File: config.mk
export PLATFORM = sky130hd
export DESIGN_NAME = rtc_bcd_core
export DESIGN_NICKNAME = d
export VERILOG_FILES = /design/src/rtl/rtc_bcd_core.sv
export SDC_FILE = /design/constraint.sdc
export NUM_CORES = 1
export LEC_CHECK = 0
export ABC_AREA = 1
export BUFFER_PORTS_ARGS = -buffer_cell sky130_fd_sc_hd__buf_2
export CAP_MARGIN = 5
export CORE_MARGIN = 2
export CORE_UTILIZATION = 58
export CTS_CLUSTER_SIZE = 16
export DETAILED_ROUTE_END_ITERATION = 8
export PLACE_DENSITY = 0.88
export SETUP_SLACK_MARGIN = 0.02
export SLEW_MARGIN = 20
export SYNTH_ARGS = -nofsm -noshare
export SYNTH_HDL_FRONTEND = slang
export SYNTH_SLANG_ARGS = --single-unit
File: constraint.sdc
create_clock -name clk_sys -period 2.25 [get_ports clk_sys]
set_input_delay 0.5625 -clock clk_sys [delete_from_list [all_inputs] [get_ports clk_sys]]
set_output_delay 0.5625 -clock clk_sys [all_outputs]
set_load 0.005 [all_outputs]
File: src/rtl/rtc_bcd_core.sv
// rtc_bcd_core
//   HH:MM:SS timekeeping core in packed BCD for the seven-segment driver.
//   clk_sys is divided by TICK_DIV into a 1 Hz tick that advances the time.
//   The control FSM can load a full time or nudge single fields. Per-second
//   and midnight-wrap pulses are provided for the alarm/countdown logic.
//
// Optional feature: define RTC_ALARM_MATCH_EN to add an HH:MM alarm compare.
//
// Ports
//   clk_sys     in   system clock
//   rstn        in   asynchronous active-low reset
//   run_en      in   1 = prescaler runs; 0 = prescaler and time frozen
//   load        in   pulse; load load_data if it is a legal time
//   load_data   in   [19:0] packed BCD, same layout as time_data
//   inc_hour    in   pulse; hours +1 (23 -> 00)
//   inc_min     in   pulse; minutes +1 (59 -> 00), no carry into hours
//   clr_sec     in   pulse; seconds -> 00 and prescaler -> 0
//   time_data   out  [3:0] s1, [6:4] s10, [10:7] m1, [13:11] m10,
//                    [17:14] h1, [19:18] h10
//   sec_tick    out  pulse on each prescaler wrap, aligned with new time
//   day_wrap    out  pulse when a tick moves 23:59:59 -> 00:00:00
//   load_err    out  pulse when a load is rejected
//   alarm_arm   in   (RTC_ALARM_MATCH_EN) enable alarm compare
//   alarm_time  in   (RTC_ALARM_MATCH_EN) [12:0] HH:MM, layout of time_data[19:7]
//   alarm_hit   out  (RTC_ALARM_MATCH_EN) pulse when a tick reaches HH:MM:00
module rtc_bcd_core #(
  parameter int TICK_DIV = 100_000_000,
  parameter int PW       = 27
) (
  input  logic        clk_sys,
  input  logic        rstn,
  input  logic        run_en,
  input  logic        load,
  input  logic [19:0] load_data,
  input  logic        inc_hour,
  input  logic        inc_min,
  input  logic        clr_sec,
  output logic [19:0] time_data,
  output logic        sec_tick,
  output logic        day_wrap,
  output logic        load_err
`ifdef RTC_ALARM_MATCH_EN
  ,
  input  logic        alarm_arm,
  input  logic [12:0] alarm_time,
  output logic        alarm_hit
`endif
);

  localparam logic [PW-1:0] PRESC_LAST = PW'(TICK_DIV - 1);

  logic [3:0]    sec_o;
  logic [2:0]    sec_t;
  logic [3:0]    min_o;
  logic [2:0]    min_t;
  logic [3:0]    hr_o;
  logic [1:0]    hr_t;
  logic [PW-1:0] presc;

  logic          tick;
  logic          adj;
  logic          sec_carry;
  logic          min_carry;
  logic          midnight;
  logic          load_ok;
  logic [6:0]    adv_sec;
  logic [6:0]    adv_min;
  logic [5:0]    adv_hr;
  logic [6:0]    adj_sec;
  logic [6:0]    adj_min;
  logic [5:0]    adj_hr;

  // Base-60 BCD increment for a {tens[2:0], ones[3:0]} pair.
  function automatic logic [6:0] inc60(input logic [2:0] t, input logic [3:0] o);
    if (o == 4'd9) begin
      if (t == 3'd5) inc60 = 7'd0;
      else           inc60 = {t + 3'd1, 4'd0};
    end else begin
      inc60 = {t, o + 4'd1};
    end
  endfunction

  // 24-hour BCD increment for a {tens[1:0], ones[3:0]} pair.
  function automatic logic [5:0] inc24(input logic [1:0] t, input logic [3:0] o);
    if (t == 2'd2 && o == 4'd3) inc24 = 6'd0;
    else if (o == 4'd9)         inc24 = {t + 2'd1, 4'd0};
    else                        inc24 = {t, o + 4'd1};
  endfunction

  always_comb begin
    tick      = run_en && (presc == PRESC_LAST);
    adj       = inc_hour | inc_min | clr_sec;

    sec_carry = (sec_t == 3'd5) && (sec_o == 4'd9);
    min_carry = (min_t == 3'd5) && (min_o == 4'd9);
    midnight  = sec_carry && min_carry && (hr_t == 2'd2) && (hr_o == 4'd3);

    adv_sec   = inc60(sec_t, sec_o);
    adv_min   = sec_carry ? inc60(min_t, min_o) : {min_t, min_o};
    adv_hr    = (sec_carry && min_carry) ? inc24(hr_t, hr_o) : {hr_t, hr_o};

    adj_sec   = clr_sec  ? 7'd0 : {sec_t, sec_o};
    adj_min   = inc_min  ? inc60(min_t, min_o) : {min_t, min_o};
    adj_hr    = inc_hour ? inc24(hr_t, hr_o)   : {hr_t, hr_o};

    load_ok   = (load_data[3:0]   <= 4'd9) &&
                (load_data[6:4]   <= 3'd5) &&
                (load_data[10:7]  <= 4'd9) &&
                (load_data[13:11] <= 3'd5) &&
                (load_data[17:14] <= 4'd9) &&
                (load_data[19:18] <= 2'd2) &&
                !((load_data[19:18] == 2'd2) && (load_data[17:14] > 4'd3));
  end

  assign time_data = {hr_t, hr_o, min_t, min_o, sec_t, sec_o};

  always_ff @(posedge clk_sys or negedge rstn) begin
    if (!rstn) begin
      sec_o    <= '0;
      sec_t    <= '0;
      min_o    <= '0;
      min_t    <= '0;
      hr_o     <= '0;
      hr_t     <= '0;
      presc    <= '0;
      sec_tick <= 1'b0;
      day_wrap <= 1'b0;
      load_err <= 1'b0;
`ifdef RTC_ALARM_MATCH_EN
      alarm_hit <= 1'b0;
`endif
    end else begin
      sec_tick <= 1'b0;
      day_wrap <= 1'b0;
      load_err <= 1'b0;
`ifdef RTC_ALARM_MATCH_EN
      alarm_hit <= 1'b0;
`endif
      if (load) begin
        // A load owns the whole cycle: adjusts and the tick are dropped, and
        // a rejected load leaves even the prescaler untouched.
        if (load_ok) begin
          {hr_t, hr_o, min_t, min_o, sec_t, sec_o} <= load_data;
          presc <= '0;
        end else begin
          load_err <= 1'b1;
        end
      end else begin
        if (clr_sec || tick) presc <= '0;
        else if (run_en)     presc <= presc + PW'(1);

        sec_tick <= tick && !clr_sec;

        if (adj) begin
          // Field adjusts swallow this cycle's one-second advance.
          {sec_t, sec_o} <= adj_sec;
          {min_t, min_o} <= adj_min;
          {hr_t, hr_o}   <= adj_hr;
        end else if (tick) begin
          {sec_t, sec_o} <= adv_sec;
          {min_t, min_o} <= adv_min;
          {hr_t, hr_o}   <= adv_hr;
          day_wrap       <= midnight;
`ifdef RTC_ALARM_MATCH_EN
          // New seconds are 00 exactly when the seconds field carries.
          alarm_hit      <= alarm_arm && sec_carry && ({adv_hr, adv_min} == alarm_time);
`endif
        end
      end
    end
  end

endmodule

* After elaboration in Yosys (flattened, before gate mapping)
Index checks and enable logic that the tools add are counted.
** Storage, ports and cells
- Flip-flop bits (word level) :: 50
- Input bits :: 27
- Output and inout bits :: 23
- Word-level logic and storage cells :: 112
** Operators by class
- $add $sub $neg :: 7
- $lt $le $gt $ge :: 7
- Eq/ne operators :: 13
- Multiplexer cells :: 45
- Bitwise operators :: 2
- Reduce and logical (&&, ||, !) cells :: 28
** Operators with widths (number)
- $mux W27 :: 4
- $mux W7 :: 7
- $mux W4 :: 12
- $add A27 B1 Y27 const B :: 1
- $eq A27 B27 Y1 const B :: 1
- $mux W3 :: 8
- $mux W6 :: 4
- $logic_and A1 B1 Y1 :: 15
- $reduce_bool A3 Y1 :: 5
- $add A4 B1 Y4 const B :: 3
- $eq A4 B4 Y1 const B :: 3
- $le A4 B4 Y1 const B :: 3
- $reduce_and A4 Y1 :: 3
- $ne A3 B3 Y1 const B :: 3
- $mux W2 :: 4
- $add A3 B1 Y3 const B :: 2
- $eq A3 B3 Y1 const B :: 2
- $le A3 B3 Y1 const B :: 2
- $mux W1 :: 6
- $eq A2 B2 Y1 const B :: 2
- $eq A4 B2 Y1 const B :: 1
- $gt A4 B2 Y1 const B :: 1
- $reduce_and A3 Y1 :: 1
- $add A2 B1 Y2 const B :: 1
- 6 further kinds :: 8

* Logic depth before layout (Yosys ltp)
Gate-level depths: netlist (run 1).
- Depth after elaboration :: 9
- Gate-level depth with buffers :: 12

* Worst setup path after synthesis (run 1)
OpenSTA, ideal clock, no wires.
- Path kind :: input to register
- Start point :: input load_data[16]
- End point :: register hr_t[0]
- Setup time :: 0.118 ns
- Arrival :: 1.507 ns
- Slack :: 0.625 ns
- Stages :: 10
- Buffers on the path :: 2
- Cell sequence :: nor2_1 > nor2_1 > nor2_1 > nand3_1 > nand2_2 > buf_4 > buf_2 > nand4_1 > nand2_1 > nand2_1
** On the way
- Longest elaborated chain between the ends :: 6
** Ends and longest elaborated chain
- start: declaration :: line 34 : input logic [19:0] load_data,
- $le A4 B4 Y1 or $gt A4 B2 Y1 (tied branches) :: line 110, 112
- $logic_and A1 B1 Y1 (on tied branches) :: line 109, 112
- $logic_and A1 B1 Y1 or $logic_not A1 Y1 (tied branches) :: line 110, 112
- $logic_and A1 B1 Y1 (*) :: line 111 : (load_data[19:18] <= 2'd2) &&
- $ne A2 B1 Y1 (no source line) (*)
- $reduce_and A4 Y1 (no source line) (*)
- end signal: assignment :: line 143 : {hr_t, hr_o, min_t, min_o, sec_t, sec_o} <= load_data;
- end signal: assignment :: line 158 : {hr_t, hr_o} <= adj_hr;
- end signal: assignment :: line 162 : {hr_t, hr_o} <= adv_hr;
- end: declaration :: line 57 : logic [1:0] hr_t;
Mark *: on every way between the ends. The rest lies on a longest branch, timed or not.
A chain may end at the register's enable or synchronous reset.

* Worst setup path in the final report (run 1)
- Start point :: register presc[0]
- End point :: register min_o[0]
** On the way
- Longest elaborated chain between the ends :: 4
** Ends and longest elaborated chain
- start: declaration :: line 58 : logic [PW-1:0] presc;
- start signal: assignment :: line 150 : else if (run_en) presc <= presc + PW'(1);
- $eq A27 B27 Y1 :: line 91 : tick = run_en && (presc == PRESC_LAST);
- $logic_and A1 B1 Y1 :: line 91
- $reduce_bool A3 Y1 (no source line)
- $reduce_and A4 Y1 (no source line)
- end signal: assignment :: line 143
- end signal: assignment :: line 157 : {min_t, min_o} <= adj_min;
- end signal: assignment :: line 161 : {min_t, min_o} <= adv_min;
- end: declaration :: line 54 : logic [3:0] min_o;
Every way passes these cells.

==> flow_summary.ini, run 1 <==
[cts]
insertion_delay_ns = 0.31
cts_root_buffer = clkbuf_8
clkSinkCount = 50
clockBufferDepth = 2
cts_tree = built
post-cts-setup-buffer-count = 0
h-tree-depth = 2
cts_inserted_buffers = 5
clk_pin_slew_ns = 0.09
cts.hold.buffers_added = 0
ctsResizeCount = 0

[cells_and_area]
syn_to_final_growth_pct = 12.42
drive_gt1_share_pct = 13.18
layout_common_cells = nand2_1 (191), nor2_1 (85), inv_1 (72), nand3_1 (52), dfrtp_1 (50)
diodes = 0
nNetsFinal = 652
layout_commonest_cell = nand2_1
layoutNonFillerInstCount = 697

[job]
max_cap_viol_count = 0

[timing]
relSlewSlack_pct = 67.64
maxSlewViolCount = 0
min_period_ns = 1.862
worstMarginPinSlew_ns = 0.4855
setup-tns-final_ns = 0
finalCritPeriodShare_pct = 82.74
hold_viol_final = 0
rsz0062_at_grt = no
skew_ns = 0.006039
fmax_ghz = 0.5372
setup_viol = 0

[place]
port_buffers = 49
place.gp.congestion = 0.9544
dp_hpwl_um = 6740
dp_cells = 689

[critical_path]
critical_path_class = register to register
arrival_ns = 2.07
crit_chain = ha_1 -> nand3_2 -> clkinv_2 -> nand2_4 -> nor2_4 -> nand2_4 -> nand2_4 -> nand2_4 -> inv_4 -> nand2_1 -> nand2_1 -> nand2_1
r2r_start = presc[0]$_DFFE_PN0P_
r2r_setup_slack_ns = 0.39
rr_worst_depth = 12
max_stage_delay_ns = 0.43
r2r_end = min_o[0]$_DFFE_PN0P_
critPathBufInv = 2
worst_setup_path_end_kind = register
crit_fanout = 15
required_ns = 2.46
crit_family = simple AND/OR/NAND/NOR gates
cp_common_cell = nand2_4
startpoint_type = register
cp_slowest_cell = dfrtp_1

[die]
die_h_um = 82.76
die_width_um = 82.76
die_area_mm2 = 0.006848
start_util_pct = 60.40
core-area_mm2 = 0.005956
pin_count = 50
std_cell_rows = 28

[global_route]
antenna_found_initial = 0
grt_pass1_wl_um = 15030
grt-ovfl-total = 0
grt_pass1_vias = 3439
grt_max_degree = 32
grtUsageTotal_pct = 28.38

[pwr]
combPwrFrac_pct = 21.4
switching_share_pct = 31.60
peakVddDrop_mv = 0.4127
p_leak_uw = 0.002124
internal_power_uw = 1482
switchingPower_uw = 684.9
pwr-share-seq_pct = 48.9
p_clk_share_pct = 29.8
power_density_mw_per_mm2 = 535.9

[logic_synthesis]
synthTopCellsByArea = dfrtp_1 (35%), nand2_1 (20%), nor2_1 (8.9%)
yosysTopAreaCell = dfrtp_1
synth_cell_types = 29
syn_nets = 602
netlist_instances = 571
syn_area_per_cell_um2 = 6.300
synth_top_area_share_pct = 34.78
synth_seq_cells = 50
ys_seq_area_share_pct = 34.78
syn-cell-area_mm2 = 0.003597
yosys_warnings = 0

[status]
outcome = complete, no violations

[drt]
routed_via_density = 5.534
final_antenna_net_count = 0
wl_per_cell_um = 12.96
dr.pass1.iters = 6
totalWireLength_um = 9035
vias = 3857
drc = 0
drtIter0Drc = 270

[min_path]
hold_class = input port to async pin
flip-flops by register name, summed over array words and instances, names as in the netlist:
register,flops
hr_o,4
min_o,4
day_wrap,1
load_err,1
sec_o,4
hr_t,2
min_t,3
sec_t,3
sec_tick,1
presc,27
worst max path at each step:
stage	start	end	slack, ns	cells past startpoint
4_1_cts	presc[0]$_DFFE_PN0P_	hr_o[2]$_DFFE_PN0P_	0.39	12
2_1_floorplan	load_data[16]	hr_t[0]$_DFFE_PN0P_	0.63	10
3_5_place_dp	load_data[2]	min_o[0]$_DFFE_PN0P_	0.26	12
3_3_place_gp	load_data[2]	min_o[0]$_DFFE_PN0P_	0.29	12
6_report	presc[0]$_DFFE_PN0P_	min_o[0]$_DFFE_PN0P_	0.39	12
5_1_grt	presc[0]$_DFFE_PN0P_	min_o[2]$_DFFE_PN0P_	0.22	12
per-stage QoR:
step	hold WS (ns)	power [µW]	utilization, %	worst slack (ns)	instance area, µm²
3_3_place_gp	0.5119	1518	66.11	0.2864	3938
5_1_grt	0.2383	2290	67.90	0.2231	4044
3_5_place_dp	0.5238	1533	66.11	0.2584	3938
2_1_floorplan	0.2669	1340	-	0.6251	3597
4_1_cts	0.2217	2168	67.90	0.3909	4044
6_report	0.2040	2167	67.90	0.3884	4044
logic make-up after synthesis:
| family | synth area share (%) |
|---|---|
| buffers and inverters | 10.05 |
| DFF | 34.78 |
| and+or+nand+nor | 45.84 |
| xor gates and xnor gates | 1.461 |
| adders and majority gates | 1.391 |
| AOI/OAI and AO/OA | 6.469 |
layer usage:
layer  GRT usage, %  vias to the layer above  routed length, µm
met5              0                        -                  0
met4          10.00                        0                151
met3          3.913                       24                527
met2          47.26                      143               4397
met1          37.83                     1786               3958
li1               -                     1904                  -
synthesized netlist by cell type (all sizes together):
library cell  number
inv               76
nand4             21
nand3b             5
clkbuf             5
xor2               5
xnor2              1
nand3             53
dfrtp             50
o21ai             36
nor2              92
clkinv             1
o22ai              5
ha                 4
nor4               1
a21oi              2
nand2            198
buf                7
nor3               8
o31ai              1
power groups by stage:
stage | registers (µW) | logic (µW) | clock network (µW)
finish | 1060 | 463 | 645
CTS | 1060 | 463 | 649
global route | 1070 | 532 | 686
detailed placement | 1070 | 462 | 0
floorplan | 1060 | 276 | 0
global placement | 1070 | 448 | 0
cell type report:
class | count | area [µm²]
clock buffer | 7 | 76.32
multi-input combinational | 432 | 1984
tap | 75 | 93.84
fill | 543 | 1912
inverter | 77 | 292.8
sequential | 50 | 1251
clock inverter | 1 | 30.03
timing repair buffer | 55 | 315.3
Power figures use the tool's default switching activity.
==> run 2: changes to the inputs <==
--- a/config.mk
+++ b/config.mk
@@ -5,14 +5,14 @@
 export SDC_FILE = /design/constraint.sdc
 export NUM_CORES = 1
 export LEC_CHECK = 0
-export ABC_AREA = 1
+export ABC_AREA = 0
 export BUFFER_PORTS_ARGS = -buffer_cell sky130_fd_sc_hd__buf_2
 export CAP_MARGIN = 5
 export CORE_MARGIN = 2
-export CORE_UTILIZATION = 58
+export CORE_UTILIZATION = 56
 export CTS_CLUSTER_SIZE = 16
 export DETAILED_ROUTE_END_ITERATION = 8
-export PLACE_DENSITY = 0.88
+export PLACE_DENSITY = 0.87
 export SETUP_SLACK_MARGIN = 0.02
 export SLEW_MARGIN = 20
 export SYNTH_ARGS = -nofsm -noshare
==> constraint.sdc (replaced) <==
create_clock -name clk_sys -period 1.8 [get_ports clk_sys]
set_input_delay 0.45 -clock clk_sys [delete_from_list [all_inputs] [get_ports clk_sys]]
set_output_delay 0.45 -clock clk_sys [all_outputs]
set_load 0.005 [all_outputs]
==> run 2 against run 1 <==
The run now ends with DRC, setup timing left. Via count rose by 9.6%. First-iteration DRC count grew to 3.9 times the previous value. Hold slack worse by 0.19 ns. Synthesized cell count fell by 40%. Flip-flop and latch count is the same. Design area is 14% higher. Setup slack lost 1.2 ns. Sequential power up 31%. Sequential share of layout area down 3.9 points. Total power is 62% higher. Critical path depth down 3. Global-route usage increased by 16 points. Highest routed layer unchanged.
==> flow_summary.ini, run 2 <==
[cells_and_area]
final_cell_area_mm2 = 0.004628
layout_common_cells = buf_4 (106), dfrtp_1 (50), buf_2 (49), nor2_1 (33), nand2_1 (32)
drive_gt1_share_pct = 44.58
layout_commonest_cell = buf_4
nNetsFinal = 537
top_register = presc
diodes = 0
syn_to_final_growth_pct = 54.06
largest_reg_flops = 27

[logic_synthesis]
yosys_warnings = 0
ys_seq_area_share_pct = 41.65
syn_area_per_cell_um2 = 8.758
netlist_instances = 343
synth_seq_cells = 50
async_flop_share_pct = 100.0
synth_top_area_share_pct = 41.65
ys_top_cells_by_count = dfrtp_1 (50), nand2_1 (36), nor2_1 (34), nand3_1 (25), o21ai_0 (23)
syn_nets = 374
synthTopCellsByArea = dfrtp_1 (42%), xor2_1 (5.2%), nand2_1 (4.5%)
yosysMostFrequentCell = dfrtp_1
syn-cell-area_mm2 = 0.003004
synth_edf_count = 0
yosysTopAreaCell = dfrtp_1
synth_ff_type = dfrtp_1
synth_cell_types = 59

[pwr]
power_density_mw_per_mm2 = 756.8
p_clk_share_pct = 21.9
switchingPower_uw = 1382
peakVddDrop_mv = 0.4884
p_leak_uw = 0.002186
pwr-share-seq_pct = 39.6
switching_share_pct = 39.45
internal_power_uw = 2121
combPwrFrac_pct = 38.5

[global_route]
grt-ovfl-total = 0
grt_max_degree = 36
grt-busiest-layer = met2
grt_pass1_wl_um = 20290
grt_use_met2_pct = 72.00
antenna_found_initial = 1
grt.met1_usage_pct = 50.73
grt_pass1_vias = 3975
grtUsageTotal_pct = 44.13
use_met3_pct = 10.59

[die]
core-area_mm2 = 0.005140
start_util_pct = 58.45
die_width_um = 77.24
die_area_mm2 = 0.005966
pin_count = 50
die_h_um = 77.24
std_cell_rows = 26

[cts]
clk_pin_slew_ns = 0.11
insertion_delay_ns = 0.34
cts_tree = built
clockBufferDepth = 2
cts_root_buffer = clkbuf_8
clkSinkCount = 50
cts_inserted_buffers = 5
h-tree-depth = 2

[status]
violations = DRC, setup timing
outcome = finished with violations

[place]
place.gp.congestion = 0.8896
preCtsSetupSlack_ns = -0.4905
dp_hpwl_um = 7308
post_dp_cell_area_mm2 = 0.004133
port_buffers = 49

[timing]
worst_slack_ns = -0.8064
hold_viol_final = 0
maxSlewViolCount = 0
rsz0062_at_grt = yes
worstMarginPinSlew_ns = 0.8281
finalCritPeriodShare_pct = 144.8
relSlewSlack_pct = 44.37
fmax_ghz = 0.3837
skew_ns = 0.007985
min_period_ns = 2.606
setup_viol = 50
setup-tns-final_ns = -19.30

[critical_path]
worst_setup_path_end_kind = register
cp_slowest_cell = mux2i_1
crit_fanout = 4
startpoint_type = input port
crit_chain = buf_2 -> o31ai_4 -> nand3_1 -> buf_4 -> nor2_1 -> buf_4 -> buf_4 -> mux2i_1 -> a221oi_2
crit_family = compound AO/OA/AOI/OAI gates
required_ns = 1.97
max_stage_delay_ns = 0.55
cp_common_cell = buf_4
critical_path_class = input port to register
critPathBufInv = 4
arrival_ns = 2.77

[min_path]
hold_class = input port to async pin

[drt]
final_antenna_net_count = 0
drtIter0Drc = 1047
vias = 4228
dr.pass1.iters = 9
routed_via_density = 7.328
wl_per_cell_um = 26.76
totalWireLength_um = 15440
drc = 26

[job]
max_cap_viol_count = 0
==> run 2: stage by stage <==
stage	power [µW]	std cells	util (%)	hold WS [ns]
final	3503	577	90.04	0.01384
after global routing	3600	577	90.04	0.02078
after CTS	3179	571	87.05	0.04056
after detailed placement	2402	552	80.40	0.3922
after global placement	2322	552	80.40	0.3908
after floorplan	1861	343	-	0.1544
==> run 2: final timing paths <==
path | cells after the start | start | slack, ns | endpoint
worst max register to register | 12 | sec_o[1]$_DFFE_PN0P_ | -0.79 | hr_o[0]$_DFFE_PN0P_
worst max-delay path | 9 | load_data[16] | -0.81 | hr_o[0]$_DFFE_PN0P_
worst min register to register | 1 | hr_t[1]$_DFFE_PN0P_ | 0.56 | hr_t[1]$_DFFE_PN0P_
worst min-delay path | 1 | rstn | 0.01 | presc[26]$_DFFE_PN0P_
max in group asynchronous | 2 | rstn | 1.26 | sec_t[2]$_DFFE_PN0P_
min in group clk_sys | 3 | load_data[11] | 0.40 | min_t[0]$_DFFE_PN0P_
==> run 2: power by group through the flow <==
stage	Combinational [µW]	Sequential (µW)	Clock (µW)
6_report	1350	1390	767
5_1_grt	1390	1390	813
4_1_cts	1110	1350	719
3_5_place_dp	1030	1370	0
3_3_place_gp	964	1360	0
2_1_floorplan	459	1400	0
==> run 2: timing repair <==
| item | in CTS | in global routing |
|---|---|---|
| setup endpoints to repair | 48 | 48 |
| endpoints found under the hold margin | 0 | 0 |
| buffers inserted | 11 | 7 |
| pin swaps | 10 | 10 |
| gates resized for setup | 34 | 29 |
| hold buffers | 0 | 0 |
==> run 2: area by class of cell <==
cell class | instances | area (µm²)
fill | 208 | 511.7
inverter | 11 | 41.29
clock buffer | 5 | 68.82
timing repair buffer | 168 | 1205
clock inverter | 3 | 28.78
sequential | 50 | 1251
tap | 70 | 87.58
multi-input combinational | 270 | 1946
==> run 2: per-layer routing <==
layer	share of wire (%)	wire, µm	vias to the layer above
met5	0	0	-
met4	13	2014	0
met3	14	2161	247
met2	42	6511	513
met1	31	4754	1890
li1	-	-	1578
==> run 2: kinds of logic (layout without fill, tap and decap cells) <==
group                    after synthesis  count (layout)  synth area share [%]
XOR/XNOR                              21              21                 6.123
adder cells (fa/ha/maj)                4               4                 1.666
buffers and inverters                 23             187                 2.915
AND/OR/NAND/NOR                      166             166                 29.70
multiplexers                           5               5                 1.874
AO/OA/AOI/OAI                         74              74                 16.08
flip-flops                            50              50                 41.65
==> run 3: changes to the inputs <==
--- a/config.mk
+++ b/config.mk
@@ -8,12 +8,15 @@
 export ABC_AREA = 0
 export BUFFER_PORTS_ARGS = -buffer_cell sky130_fd_sc_hd__buf_2
 export CAP_MARGIN = 5
+export CELL_PAD_IN_SITES_DETAIL_PLACEMENT = 1
+export CELL_PAD_IN_SITES_GLOBAL_PLACEMENT = 1
 export CORE_MARGIN = 2
-export CORE_UTILIZATION = 56
+export CORE_UTILIZATION = 42
 export CTS_CLUSTER_SIZE = 16
 export DETAILED_ROUTE_END_ITERATION = 8
 export PLACE_DENSITY = 0.87
 export SETUP_SLACK_MARGIN = 0.02
+export SKIP_CTS_REPAIR_TIMING = 1
 export SLEW_MARGIN = 20
 export SYNTH_ARGS = -nofsm -noshare
 export SYNTH_HDL_FRONTEND = slang
==> run 3 against run 2 <==
The run ends with setup timing left. Register-to-register slack improved by 0.20 ns. Total power rose by 2.3%. Sequential share of layout area rose by 0.39 points. Via count is 5.0% lower. Highest routed layer is now met5. Cell count is 3.3% higher. Sequential power barely moved. Combinational power hardly changed. Core utilization is 24 points lower. Count of clock-buffer cells in the layout rose by 1. Non-clock buffer count shrank 7. Clock skew grew 0.0083 ns. Flip-flop and latch count unchanged.
==> flow_summary.ini, run 3 (same netlist as run 2, synthesis figures left out) <==
[global_route]
antenna_found_initial = 3
grtUsageTotal_pct = 36.97
grt_max_degree = 51
grt-ovfl-total = 0
grt_pass1_wl_um = 21690
grt_pass1_vias = 4089

[timing]
maxSlewViolCount = 0
relSlewSlack_pct = 59.37
finalCritPeriodShare_pct = 133.0
skew_ns = 0.01632
setup_viol = 48
worst_slack_ns = -0.5943
fmax_ghz = 0.4177
min_period_ns = 2.394
setup-tns-final_ns = -17.83
worstMarginPinSlew_ns = 0.6062
rsz0062_at_grt = yes
hold_viol_final = 0

[drt]
drtIter0Drc = 572
routed_via_density = 6.742
wl_per_cell_um = 28.84
vias = 4018
final_antenna_net_count = 0
drc = 0
dr.pass1.iters = 6
totalWireLength_um = 17190

[critical_path]
rr_worst_depth = 10
worst_setup_path_end_kind = register
crit_chain = inv_2 -> ha_4 -> and3b_1 -> and4b_1 -> nor4b_4 -> buf_4 -> buf_6 -> nor2_4 -> o21ai_1 -> or3b_4
max_stage_delay_ns = 0.42
cp_slowest_cell = dfrtp_1
critical_path_class = register to register
startpoint_type = register
r2r_setup_slack_ns = -0.59
crit_fanout = 4
required_ns = 2.00
arrival_ns = 2.60

[die]
std_cell_rows = 30
die_width_um = 88.58
die_h_um = 88.58
core-area_mm2 = 0.006869
pin_count = 50
start_util_pct = 43.73
die_area_mm2 = 0.007846

[status]
outcome = finished with violations
violations = setup timing

[cells_and_area]
top_register = presc
drive_gt1_share_pct = 42.48
syn_to_final_growth_pct = 51.90
layout_commonest_cell = buf_4
largest_reg_flops = 27
final_cell_area_mm2 = 0.004563
nNetsFinal = 530
layout_common_cells = buf_4 (104), dfrtp_1 (50), buf_2 (49), nand2_1 (36), nor2_1 (33)
utilization_pct = 66.43

[cts]
clockBufferDepth = 2
insertion_delay_ns = 0.33
cts_inserted_buffers = 5
clkSinkCount = 50
h-tree-depth = 2
cts_root_buffer = clkbuf_8
cts_tree = built
clk_pin_slew_ns = 0.11

[pwr]
p_leak_uw = 0.002162
peakVddDrop_mv = 0.3530
power_density_mw_per_mm2 = 785.1

[place]
port_buffers = 49
post_dp_cell_area_mm2 = 0.004165
place.gp.congestion = 0.8970
dp_hpwl_um = 9295

[job]
max_cap_viol_count = 0

[min_path]
hold_class = input port to async pin
==> run 3: changes by cell type in the layout (fill, tap and decap cells not counted), moves of 2 or more <==
cell and delta:
buf_4 -2, nand2_2 -3, o21ai_1 -2, nand2_1 +4
a2bb2oi_1 +2, buf_6 -6, nand3_1 -2, nor3_1 +2
a2bb2oi_2 -2, nor4_4 +2, nor4_2 -2, a21oi_2 +2
nand3_2 +2
==> run 3: worst paths after layout <==
check,startpoint,end
max,sec_o[1]$_DFFE_PN0P_,min_o[2]$_DFFE_PN0P_
min,rstn,day_wrap$_DFF_PN0_
max reg2reg,sec_o[1]$_DFFE_PN0P_,min_o[2]$_DFFE_PN0P_
min reg2reg,presc[2]$_DFFE_PN0P_,presc[2]$_DFFE_PN0P_
max in group asynchronous,rstn,presc[14]$_DFFE_PN0P_
min in group clk_sys,load_data[11],min_t[0]$_DFFE_PN0P_
==> run 3: power by group <==
group	switching, µW	internal [µW]	leakage [µW]
sequential	154	1240	0.000660
combinational	738	580	0.00144
clock	424	446	0.0000573
total	1320	2270	0.00216
==> run 3: cell type report <==
type,instances,area [µm²]
well taps,96,120.1
multi-input cells,270,1898
repair buffers,161,1137
flip-flops and latches,50,1251
diodes,1,2.502
clock inverters,1,30.03
inverters,11,41.29
fillers,797,2306
clock buffers,6,82.58
==> run 3: metrics by stage <==
stage / setup slack [ns] / hold WS, ns / power [µW] / std cells
6_report: -0.5943 / 0.09036 / 3582 / 596
2_1_floorplan: -0.3188 / 0.1544 / 1861 / 343
4_1_cts: -0.6434 / 0.1273 / 3359 / 585
3_5_place_dp: -0.5932 / 0.4656 / 2463 / 578
5_1_grt: -0.7058 / 0.1188 / 3702 / 595
3_3_place_gp: -0.3701 / 0.4595 / 2334 / 578
==> run 3: worst max-delay path: cells and delay by family (launching register included) <==
family	cells	cell delay, ns
and+or+nand+nor	5	1.18
DFF	1	0.42
buffers and inverters	3	0.40
AOI/OAI and AO/OA	1	0.14
adders and majority gates	1	0.12
==> run 3: metal layers <==
metal,vias to the layer above,global-route usage [%],share of wire [%]
met5,-,0,0.19
met3,171,9.235,9.0
met1,1930,40.25,35
met2,351,65.14,47
li1,1562,-,-
met4,4,21.35,9.4
